===== config.mk =====
export PLATFORM = sky130hd
export DESIGN_NAME = pipe_hazard_ctrl
export DESIGN_NICKNAME = d
export VERILOG_FILES = /design/src/rtl/pipe_hazard_ctrl.sv
export SDC_FILE = /design/constraint.sdc
export NUM_CORES = 1
export LEC_CHECK = 0
export BUFFER_PORTS_ARGS = -buffer_cell sky130_fd_sc_hd__buf_2
export CAP_MARGIN = 25
export CORE_ASPECT_RATIO = 1.4
export CORE_MARGIN = 2
export CORE_UTILIZATION = 25
export DETAILED_ROUTE_END_ITERATION = 8
export GPL_ROUTABILITY_DRIVEN = 1
export HOLD_SLACK_MARGIN = 0.1
export REMOVE_ABC_BUFFERS = 1
export SYNTH_ARGS = -nofsm -noshare
export SYNTH_HDL_FRONTEND = slang
export SYNTH_SLANG_ARGS = --single-unit

===== constraint.sdc =====
create_clock -name clk -period 1.2 [get_ports clk]
set_input_delay 0.06 -clock clk [delete_from_list [all_inputs] [get_ports clk]]
set_output_delay 0.06 -clock clk [all_outputs]
set_load 0.03 [all_outputs]

===== src/rtl/pipe_hazard_ctrl.sv =====
// rtl/pipe_hazard_ctrl.sv - pipeline latch control: stalls, jump flush, interrupt drain
// Optional counters enabled by PIPE_HAZARD_CTRL_PERF_EN.
module pipe_hazard_ctrl #(
  parameter int NSTAGES = 5,
  parameter int JSTAGE  = 1,
  parameter int CNTW    = 16
) (
  input  logic                       clk,
  input  logic                       rst,
  input  logic [NSTAGES-1:0]         busy,
  input  logic                       hazard,
  input  logic                       jmp,
  input  logic                       intr,
  output logic [2*(NSTAGES-1)-1:0]   ctr,
  output logic [NSTAGES-1:0]         valid,
  output logic                       fe_en,
  output logic                       jmp_take,
  output logic                       int_ack,
  output logic [CNTW-1:0]            stall_cnt,
  output logic [CNTW-1:0]            flush_cnt
);

  localparam int NL = NSTAGES - 1;
  localparam logic [1:0] C_LOAD  = 2'b00;
  localparam logic [1:0] C_HOLD  = 2'b01;
  localparam logic [1:0] C_FLUSH = 2'b10;

  typedef enum logic [1:0] {ST_RUN, ST_DRAIN, ST_ACK} state_e;

  state_e               state_q, state_d;
  logic [NSTAGES-1:1]   valid_q, valid_d;
  logic [NSTAGES-1:0]   eb;
  logic                 v0;
  logic                 fetch_run;
  int                   stall_s;

  always_ff @(posedge clk) begin
    if (rst) state_q <= ST_RUN;
    else     state_q <= state_d;
  end

  always_comb begin
    state_d = state_q;
    case (state_q)
      ST_RUN:   if (intr) state_d = ST_DRAIN;
      ST_DRAIN: if (valid_q == '0) state_d = ST_ACK;
      ST_ACK:   state_d = ST_RUN;
      default:  state_d = ST_RUN;
    endcase
  end

  // fetch stops in the very cycle intr is seen, before the state register moves
  always_comb begin
    v0        = 1'b0;
    fetch_run = 1'b0;
    int_ack   = 1'b0;
    if (!rst) begin
      case (state_q)
        ST_RUN: begin
          v0        = 1'b1;
          fetch_run = ~intr;
        end
        ST_ACK:  int_ack = 1'b1;
        default: ;
      endcase
    end
  end

  assign valid = rst ? '0 : {valid_q, v0};

  always_comb begin
    eb    = busy & valid;
    eb[1] = eb[1] | (hazard & valid[1]);
  end

  always_comb begin
    stall_s = -1;
    for (int i = 0; i < NSTAGES; i++) begin
      if (eb[i]) stall_s = i;
    end
  end

  assign jmp_take = ~rst & jmp & valid[JSTAGE] & ~(|eb[NSTAGES-1:JSTAGE]);

  always_comb begin
    ctr = '0;
    for (int k = 0; k < NL; k++) begin
      ctr[2*k +: 2] = C_LOAD;
      if (stall_s >= 0) begin
        if (stall_s == NSTAGES-1 || k < stall_s) ctr[2*k +: 2] = C_HOLD;
        else if (k == stall_s)                   ctr[2*k +: 2] = C_FLUSH;
      end
      if (jmp_take && k < JSTAGE) ctr[2*k +: 2] = C_FLUSH;
      if (k == 0 && !fetch_run && ctr[1:0] != C_HOLD) ctr[1:0] = C_FLUSH;
      if (rst) ctr[2*k +: 2] = C_FLUSH;
    end
  end

  assign fe_en = ~rst & (jmp_take | (fetch_run & (ctr[1:0] != C_HOLD)));

  always_comb begin
    valid_d = valid_q;
    for (int k = 0; k < NL; k++) begin
      case (ctr[2*k +: 2])
        C_LOAD:  valid_d[k+1] = valid[k];
        C_FLUSH: valid_d[k+1] = 1'b0;
        default: ;
      endcase
    end
  end

  always_ff @(posedge clk) begin
    if (rst) valid_q <= '0;
    else     valid_q <= valid_d;
  end

`ifdef PIPE_HAZARD_CTRL_PERF_EN
  localparam logic [CNTW-1:0] CNT_ONE = {{(CNTW-1){1'b0}}, 1'b1};
  logic            any_hold;
  logic [CNTW-1:0] stall_cnt_q, flush_cnt_q;

  always_comb begin
    any_hold = 1'b0;
    for (int k = 0; k < NL; k++) begin
      if (ctr[2*k +: 2] == C_HOLD) any_hold = 1'b1;
    end
  end

  always_ff @(posedge clk) begin
    if (rst) begin
      stall_cnt_q <= '0;
      flush_cnt_q <= '0;
    end else begin
      if (any_hold && stall_cnt_q != '1) stall_cnt_q <= stall_cnt_q + CNT_ONE;
      if (jmp_take && flush_cnt_q != '1) flush_cnt_q <= flush_cnt_q + CNT_ONE;
    end
  end

  assign stall_cnt = stall_cnt_q;
  assign flush_cnt = flush_cnt_q;
`else
  assign stall_cnt = '0;
  assign flush_cnt = '0;
`endif

endmodule


Yosys cells after proc, flatten, opt, wreduce, memory -nomap -nowiden. Cells that the tools add are included.

Register bits after elaboration: 6. Bits of input ports: 10. Output and inout port bits: 48. Word-level logic and storage cells: 91.

$lt $le $gt $ge: 5. Equal/unequal tests: 14. Mux-type cells: 36. Bitwise operators: 12. Reduce and logical (&&, ||, !) cells: 19.

Operator list (count): $mux 32 (5); $eq 3x32->1 const A (2); $lt 3x32->1 const A (2); $mux 2 (20); $eq 2x32->1 const A (1); $eq 32x4->1 const B (1); $ge 32x1->1 const B (1); $logic_not 32->1 (1); $lt 1x32->1 const A (1); $lt 2x32->1 const A (1); $eq 2x2->1 const B (5); $logic_not 2->1 (5); $pmux 1 s2 (4); $reduce_bool 2->1 (4); $and 1x1->1 (6); $and 5x5->5 (1); $mux 1 (5); $mux 5 (1); $logic_not 4->1 (1); $logic_or 1x1->1 (4); $ne 2x1->1 const B (2); $ne 2x2->1 const B (2); $pmux 2 s2 (1); $reduce_or 4->1 (1); 6 further kinds (9).

Depth between registers and ports, before layout. Gate-level depths: netlist of the first run.

Depth in word-level cells: 22. Mapped depth: 5. Depth with buffers taken out: 4.

Worst setup path before layout of the first run. Ideal clock, no wire load.

Path type: flip-flop to output port. Start point: register valid_q[1] in the netlist's numbering. End point: output fe_en. Arrival time: 1.689 ns. Data required time: 1.140 ns. Slack: -0.549 ns. Cell stages (with the launch flop): 5. Path buffers: 0. Cells stage by stage: dfxtp_1 > or2b_2 > inv_1 > and4_1 > o21a_1.

Elaborated cells between the ends (all ways): 29. Classes of those cells: 2 x order compare; 3 x eq/ne; 11 x mux; 9 x bitwise; 4 x reduce/logical.

RTL lines: start, declared (line 31) `logic [NSTAGES-1:1] valid_q, valid_d;`; start signal, assigned (line 114) `else valid_q <= valid_d;`; $mux 5 (*) (line 69) `assign valid = rst ? '0 : {valid_q, v0};`; net valid[1] (line 15) `output logic [NSTAGES-1:0] valid,`; $and 5x5->5 / $and 1x1->1 (equally long branches) (line 72, 73); $or 1x1->1 (line 73) `eb[1] = eb[1] | (hazard & valid[1]);`; $reduce_or 4->1 (line 83) `assign jmp_take = ~rst & jmp & valid[JSTAGE] & ~(|eb[NSTAGES-1:JSTAGE]);`; $not 1->1 (line 83); $and 1x1->1 (*) (line 83); net jmp_take (line 17) `output logic jmp_take,`; $mux 2 (line 93) `if (jmp_take && k < JSTAGE) ctr[2*k +: 2] = C_FLUSH;`; $ne 2x1->1 (line 94) `if (k == 0 && !fetch_run && ctr[1:0] != C_HOLD) ctr[1:0] = C_FLUSH;`; $logic_and 1x1->1 (line 94); $mux 2 (line 94); $mux 2 (line 95) `if (rst) ctr[2*k +: 2] = C_FLUSH;`; $ne 2x1->1 (line 99) `assign fe_en = ~rst & (jmp_take | (fetch_run & (ctr[1:0] != C_HOLD)));`; $and 1x1->1 (line 99); $or 1x1->1 (*) (line 99); $and 1x1->1 (*) (line 99); end, declared (line 16) `output logic fe_en,`.

The timed path passes the listed nets; every way through them passes the cells marked *.

Final worst setup path of the first run.
Start point: register state_q[0]. End point: output ctr[3].

Longest elaborated chain between the ends: 14. Elaborated cells between the ends (all ways): 18. Classes of those cells: 2 x order compare; 2 x eq/ne; 11 x mux; 1 x bitwise; 2 x reduce/logical.

Ends and longest elaborated chain: start, declared (line 30) `state_e state_q, state_d;`; start signal, assigned (line 39) `else state_q <= state_d;`; $logic_not 2->1 (*) (line 58) `case (state_q)`; $mux 1 (*) (line 58); $mux 5 (*) (line 69); $and 5x5->5 (*) (line 72) `eb = busy & valid;`; $mux 32 (*) (5 in a row) (line 79) `if (eb[i]) stall_s = i;`; $lt 2x32->1 (tied with other cells) (line 90) `if (stall_s == NSTAGES-1 || k < stall_s) ctr[2*k +: 2] = C_HOLD;`; $logic_or 1x1->1 / $mux 2 (equally long branches) (line 90, 91); $mux 2 (line 90); $mux 2 (*) (line 89) `if (stall_s >= 0) begin`; $mux 2 (*) (line 95); end, declared (line 14) `output logic [2*(NSTAGES-1)-1:0] ctr,`.

Mark *: on every way between the ends. The rest lies on a longest branch, timed or not.

==> flow_summary.ini, run 1 <==
[synth]
synthArstFlopShare_pct = 0
synth_top_area_share_pct = 34.6
synthCells = 87
post-synth-top-area-cell = buf_4
postSynthAreaPerCell_um2 = 7.98
synth_edf_count = 0
synth-seq-cells = 6
yosysSeqAreaShare_pct = 17.3
ys.flop_type = dfxtp_1
ys_warn_count = 0
ys_types = 29
synth.area.top_cells = buf_4 35%, dfxtp_1 17%, buf_6 3.2%
synth_most_common_cell = buf_4
synth.cell_area_um2 = 694
synthTopCellsByCount = 32 x buf_4, 6 x dfxtp_1, 6 x inv_1, 6 x nor2_1, 4 x o21ai_0

[power_and_ir_drop]
power_density_nw_per_um2 = 780
total_power_w = 0.000909
p_leak_nw = 0.585
vdd_drop_max_mv = 0.500

[route]
ant_nets = 0
vias = 754
drt_iter0_drc = 16
routed_wl_um = 1960
viasPerCell = 4.28
drc = 0
wl_per_cell_um = 11.1
drtPass1Iterations = 4

[placement]
gp_congestion = 0.779
io_buffer_count = 25
dpl.hpwl_um = 1320
dpl_cell_area_um2 = 861

[clock_network]
cts_buffers = 3
cts.sinks = 6
hold_buffers = 0
h-tree-depth = 1
cts_tree = yes
clkTransAtPathRegs_ps = 50
clkLatencyLatePin_ps = 250
clock-root-buffer = clkbuf_4
clock_path_buffers = 2

[outcome]
violations = negative setup slack
status = finished, violations left

[worst_setup_path]
required_ps = 1140
start_kind = flop
end_kind = output pin
cp_max_fo = 2
critPathKind = flop to output pin
arrival_ps = 1660

[grt]
grt_use_total_pct = 12.5
grt_first_pass_wirelength_um = 3060
grt_pass1_vias = 679
grt_overflow = 0
antenna_found_initial = 0
grt_max_degree = 12

[die]
rows = 22
core_area_um2 = 2640
ios = 58
die_x_um = 48.5
die-area_um2 = 3220
start_util_pct = 26.3
die_height_um = 66.4

[timing]
tightest_slew_ps = 497
fin_skew_ps = 1.19
finalWorstPathRequiredPeriod_ps = 1720
slew_headroom_pct = 66.0
setup_viol = 11
drv_slew = 0
max_freq_mhz = 581
rsz0062_at_grt = true
finalHoldWorstSlack_ps = 106
worst_slack_ps = -522
finalCritPeriodShare_pct = 143
hold_violations = 0

[finish]
drive_above_1_share_pct = 56.4
final_area_um2 = 1170
nets = 152
area_growth_pct = 67.9
diodes = 0
fillers = 290

[job]
drv_cap = 0

[worst_hold_path]
hp-class = input pin to flop
[metrics by stage]
stage	std cells	setup WS (ps)	TNS, ps	utilization [%]
after CTS	172	-516	-2070	40.7
final	176	-522	-2400	44.1
after global routing	176	-576	-3040	44.1
after global placement	164	-292	-781	32.6
after detailed placement	164	-291	-779	32.6
after floorplan	84	-549	-2540	-
[worst paths after layout]
kind | from | to | slack, ps | depth (start not counted)
worst max-delay path | state_q[0] | ctr[3] | -520 | 4
worst min-delay path | busy[2] | valid_q[3] | 110 | 3
worst max register to register | state_q[0] | valid_q[2] | -310 | 5
worst min register to register | state_q[1] | state_q[0] | 570 | 2
[placed cells by master, fill, tap and decap left out, types with 3 or more instances in the layout]
cell type  instances
conb_1            32
buf_4             25
buf_6             16
buf_2             10
nor2_1             4
clkbuf_4           4
nand3b_1           3
inv_1              3
dfxtp_2            3
[worst max-delay path, cell delays in order (launching register included)]
cell,delay (ps)
dfxtp_1,300
or4b_4,560
o32ai_4,230
a31o_1,190
buf_6,130
[report_power, final]
part	leakage, nW	internal (W)	total (W)	switching, W
Clock	0.0138	0.000114	0.000201	0.0000868
Combinational	0.520	0.000178	0.000487	0.000308
Sequential	0.0511	0.000214	0.000222	0.00000806
[area by class of cell]
cell class	count	area, µm²	share of cell area, %
Clock buffer	3	22.5	1.93
Inverter	6	25.0	2.15
Multi-Input combinational cell	72	500	42.9
Sequential cell	6	128	10.9
Tap cell	36	45.0	3.86
Timing Repair Buffer	53	445	38.2
[repair_timing]
item	in CTS	in global routing
setup endpoints to repair	14	18
gates resized for setup	45	18
buffers inserted	8	7
pin swaps	8	4
[flip-flops by register name (all words and copies together) (netlist names)]
name	cells
state_q	2
valid_q	4
[kinds of logic after synthesis]
logic type             synth area share [%]
buffers and inverters                  41.1
AOI/OAI and AO/OA                      20.0
DFF                                    17.3
other                                 0.540
and+or+nand+nor                        21.1
[layer usage]
layer  part of all wire [%]  track usage, %  vias to the layer above
met5                      0               0                        -
met4                    3.8            7.50                        0
met3                    9.5            2.04                        7
met2                     48            21.4                       51
li1                       -               -                      348
met1                     39            14.7                      348
Note: power is estimated with default switching activity, not from simulation.
==> inputs of run 2 (changes only) <==
- BUFFER_PORTS_ARGS: -buffer_cell sky130_fd_sc_hd__buf_2 -> unset
- DONT_BUFFER_PORTS: unset -> 1
==> run 2 against run 1 <==
The flow still finishes with violations (negative setup slack). Highest routed layer unchanged. Via count shrank 8.8%. Critical path type unchanged. Non-clock buffer count is 11 lower. Core utilization decreased by 0.62 points. Sequential power hardly changed.
==> flow_summary.ini, run 2 (synthesized netlist as in run 1, its figures left out) <==
[finish]
stdcell_count = 165
final_area_um2 = 1150
largest_reg_flops = 4
regMostFlops = valid_q
area_growth_pct = 65.6
utilization_pct = 43.5
diodes = 0
largestRegisters = valid_q: 4 flops, state_q: 2 flops
layout_commonest_cell = conb_1
nets = 141
drive_above_1_share_pct = 53.5
final_cell_mix = 32 x conb_1, 21 x buf_4, 15 x buf_6

[worst_setup_path]
required_ps = 1140
arrival_ps = 1660
start_kind = flop
critPathKind = flop to output pin
cp_max_fo = 2
end_kind = output pin

[timing]
drv_slew = 0
setup_viol = 12
fin_skew_ps = 0.677
max_freq_mhz = 582
worst_slack_ps = -518
hold_violations = 0
finalCritPeriodShare_pct = 143
finalWorstPathRequiredPeriod_ps = 1720
tns_ps = -2340
rsz0062_at_grt = true
finalHoldWorstSlack_ps = 36.6

[clock_network]
cts_tree = yes
h-tree-depth = 1
cts_buffers = 3
clkTransAtPathRegs_ps = 40
clock_path_buffers = 2
clock-root-buffer = clkbuf_4
hold_buffers = 4
clkLatencyLatePin_ps = 250
cts.sinks = 6

[grt]
grt_overflow = 0
grt_first_pass_wirelength_um = 3120
antenna_found_initial = 0
grt_pass1_vias = 660
grt_use_total_pct = 12.4
grt_max_degree = 18

[route]
drt_iter0_drc = 15
vias = 688
viasPerCell = 4.17
drtPass1Iterations = 4
routed_wl_um = 1920
ant_nets = 0
wl_per_cell_um = 11.6
drc = 0

[die]
die_height_um = 66.4
rows = 22
die-area_um2 = 3220
start_util_pct = 26.3
ios = 58
core_area_um2 = 2640
die_x_um = 48.5

[power_and_ir_drop]
power_density_nw_per_um2 = 749
p_leak_nw = 0.538
switching_share_pct = 43.1
power_switching_w = 0.000371
combPwrFrac_pct = 51.7
pwr-share-clk_pct = 22.2
power_frac_seq_pct = 26.0
vdd_drop_max_mv = 0.604
internal-power_w = 0.000490

[placement]
dpl.hpwl_um = 1260
io_buffer_count = 0
dp_cells = 147
gp_congestion = 0.805
dpl_cell_area_um2 = 808

[outcome]
violations = negative setup slack
status = finished, violations left

[worst_hold_path]
hp-class = input pin to flop

[job]
drv_cap = 0
[run 2: cell types whose count changed in the layout (fill, tap and decap cells not counted), moves of 2 or more]
cell           change
buf_2             -10
buf_4              -4
clkinvlp_4         +2
dlygate4sd3_1      +3
[run 2: cell type report]
| class | instances | area, µm² |
|---|---|---|
| Tap cell | 36 | 45.0 |
| Sequential cell | 6 | 129 |
| Inverter | 6 | 30.0 |
| Timing Repair Buffer | 42 | 409 |
| Clock buffer | 3 | 22.5 |
| Multi-Input combinational cell | 72 | 514 |
| Fill cell | 278 | 1490 |
[run 2: per-layer routing]
metal	global-route usage [%]	routed length, µm	up-vias
li1	-	-	327
met1	13.8	757	310
met2	22.0	912	49
met3	3.62	226	2
met4	5.36	19	0
met5	0	0	-
[run 2: path summary, 6_finish.rpt]
| path | from | to | slack (ps) | cells after the start |
|---|---|---|---|---|
| setup / recovery | state_q[1] | ctr[3] | -520 | 4 |
| hold / removal | rst | valid_q[1] | 40 | 3 |
| setup reg to reg | state_q[1] | valid_q[2] | -200 | 4 |
| hold reg to reg | state_q[1] | state_q[0] | 570 | 2 |
[run 2: power groups by stage]
stage,logic (W),clock network (W),registers [W]
after CTS,0.000410,0.000195,0.000223
after global placement,0.000348,0,0.000224
after floorplan,0.000255,0,0.000230
final,0.000445,0.000191,0.000224
after detailed placement,0.000348,0,0.000226
after global routing,0.000469,0.000210,0.000226
[run 2: critical path, stage by stage (launching register included)]
cell and delay, ps:
dfxtp_2 320, or4b_4 550, o32ai_4 230, a31o_1 180, buf_6 130
[run 2: metrics by stage]
step | setup slack (ps) | total power, W
5_1_grt | -573 | 0.000905
3_5_place_dp | -269 | 0.000574
6_report | -518 | 0.000861
4_1_cts | -519 | 0.000828
3_3_place_gp | -258 | 0.000572
2_1_floorplan | -549 | 0.000486
[run 2: timing repair]
item	in CTS	in global routing
hold endpoints to repair	5	1
resized for setup	33	17
setup buffers	6	7
setup endpoints to repair	13	15
pin swaps	10	8
==> inputs of run 3 (changes only) <==
==> constraint.sdc (replaced) <==
create_clock -name clk -period 1.2 [get_ports clk]
set_input_delay 0.12 -clock clk [delete_from_list [all_inputs] [get_ports clk]]
set_output_delay 0.12 -clock clk [all_outputs]
set_load 0.03 [all_outputs]
==> run 3 against run 2 <==
First-iteration DRC count is 53% lower. Setup slack worse by 81 ps. Hold slack improved by 52 ps. Critical path type unchanged. Sequential cell count stayed put. Combinational power increased by 2%. Sequential share of layout area shrank 0.18 points. Final cell count is 0.61% higher. Clock-buffer cell count unchanged. Cell area fell by 0.33%. Sequential power about the same. Fmax decreased by 4.5%. Global-route usage down 0.096 points. The flow still finishes with violations (negative setup slack).
==> flow_summary.ini, run 3 (synthesized netlist as in run 1, its figures left out) <==
[timing]
drv_slew = 0
finalCritPeriodShare_pct = 150
setup_viol = 13
finalWorstPathRequiredPeriod_ps = 1800
finalHoldWorstSlack_ps = 88.8
worst_slack_ps = -599
max_freq_mhz = 556
fin_skew_ps = 5.56
tns_ps = -3140
hold_violations = 0
rsz0062_at_grt = true

[grt]
grt_use_total_pct = 12.4
grt_max_degree = 20
grt_pass1_vias = 631
antenna_found_initial = 0
grt_first_pass_wirelength_um = 3000
grt_overflow = 0

[die]
ios = 58
die-area_um2 = 3220
core_area_um2 = 2640
die_x_um = 48.5
rows = 22
die_height_um = 66.4
start_util_pct = 26.3

[finish]
area_growth_pct = 65.0
layout_commonest_cell = conb_1
regMostFlops = valid_q
fillers = 277
final_area_um2 = 1150
drive_above_1_share_pct = 53.8
largest_reg_flops = 4
diodes = 0
largestRegisters = valid_q: 4 flops, state_q: 2 flops
nets = 142
final_cell_mix = 32 x conb_1, 21 x buf_4, 16 x buf_6

[clock_network]
clock-root-buffer = clkbuf_4
clock_path_buffers = 2
clkTransAtPathRegs_ps = 40
cts_buffers = 3
cts_tree = yes
clkLatencyLatePin_ps = 250
h-tree-depth = 1
cts.sinks = 6

[worst_setup_path]
crit_chain = or4b_4 > o32ai_4 > a31o_1 > buf_6
cp_max_fo = 2
worst_path_max_delay_cell = or4b_4
start_kind = flop
end_kind = output pin
cpPeakStageDelay_ps = 550
required_ps = 1080
critPathKind = flop to output pin
arrival_ps = 1680

[job]
drv_cap = 0

[route]
routed_wl_um = 1970
drtPass1Iterations = 4
viasPerCell = 4.18
drt_iter0_drc = 7
ant_nets = 0
drc = 0
wl_per_cell_um = 11.9
vias = 694

[power_and_ir_drop]
p_leak_nw = 0.535
power_density_nw_per_um2 = 760
total_power_w = 0.000871
vdd_drop_max_mv = 0.604

[placement]
dpl.hpwl_um = 1230
dpl_cell_area_um2 = 808
place_ws_ps = -329
io_buffer_count = 0
gp_congestion = 0.826

[worst_hold_path]
hp-class = input pin to flop

[outcome]
status = finished, violations left
violations = negative setup slack
-- run 3: cell count changes in the layout (fill, tap and decap cells not counted), sizes merged --
| cell | previous run | this run |
|---|---|---|
| dlygate4sd3 | 3 | 4 |
-- run 3: worst max-delay path, delay by kind of cell (launching register included) --
family	cells	cell delay, ps
buffers and inverters	1	130
DFF	1	310
and+or+nand+nor	1	550
AOI/OAI and AO/OA	2	430
-- run 3: power by group --
part | internal, W | total (W) | switching [W]
Combinational | 0.000169 | 0.000454 | 0.000285
Clock | 0.000113 | 0.000191 | 0.0000774
Sequential | 0.000217 | 0.000226 | 0.00000944
Total | 0.000499 | 0.000871 | 0.000372
-- run 3: cell type report --
class                   count  area (µm²)  area share (%)
multi-input cells          72         512            44.7
flip-flops and latches      6         126            11.0
repair buffers             43         410            35.8
inverters                   6        30.0            2.62
well taps                  36        45.0            3.93
clock buffers               3        22.5            1.97
-- run 3: per-layer routing --
layer	up-vias	share of wire [%]	wire, µm	GRT usage, %
li1	329	-	-	-
met1	317	38	753	14.1
met2	44	49	973	20.1
met3	4	9.9	195	3.17
met4	0	2.3	46	8.57
met5	-	0	0	0
-- run 3: repair_timing --
action,CTS,global route
resized for setup,36,15
hold buffers,5,0
setup buffers,7,8
endpoints found under the setup margin,15,18
pin swaps,11,7
endpoints found under the hold margin,4,0
-- run 3: per-stage QoR --
step | utilization [%] | std cells
3_3_place_gp | 30.6 | 147
2_1_floorplan | - | 84
4_1_cts | 40.1 | 161
3_5_place_dp | 30.6 | 147
5_1_grt | 43.4 | 166
6_report | 43.4 | 166
-- run 3: path summary, 6_finish.rpt --
kind              start    endpoint  slack, ps  cells past startpoint
max reg2reg  state_q[1]  valid_q[2]       -200                      4
min reg2reg  state_q[1]  state_q[0]        550                      2
min                 rst  state_q[1]         90                      2
max          state_q[1]      ctr[3]       -600                      4
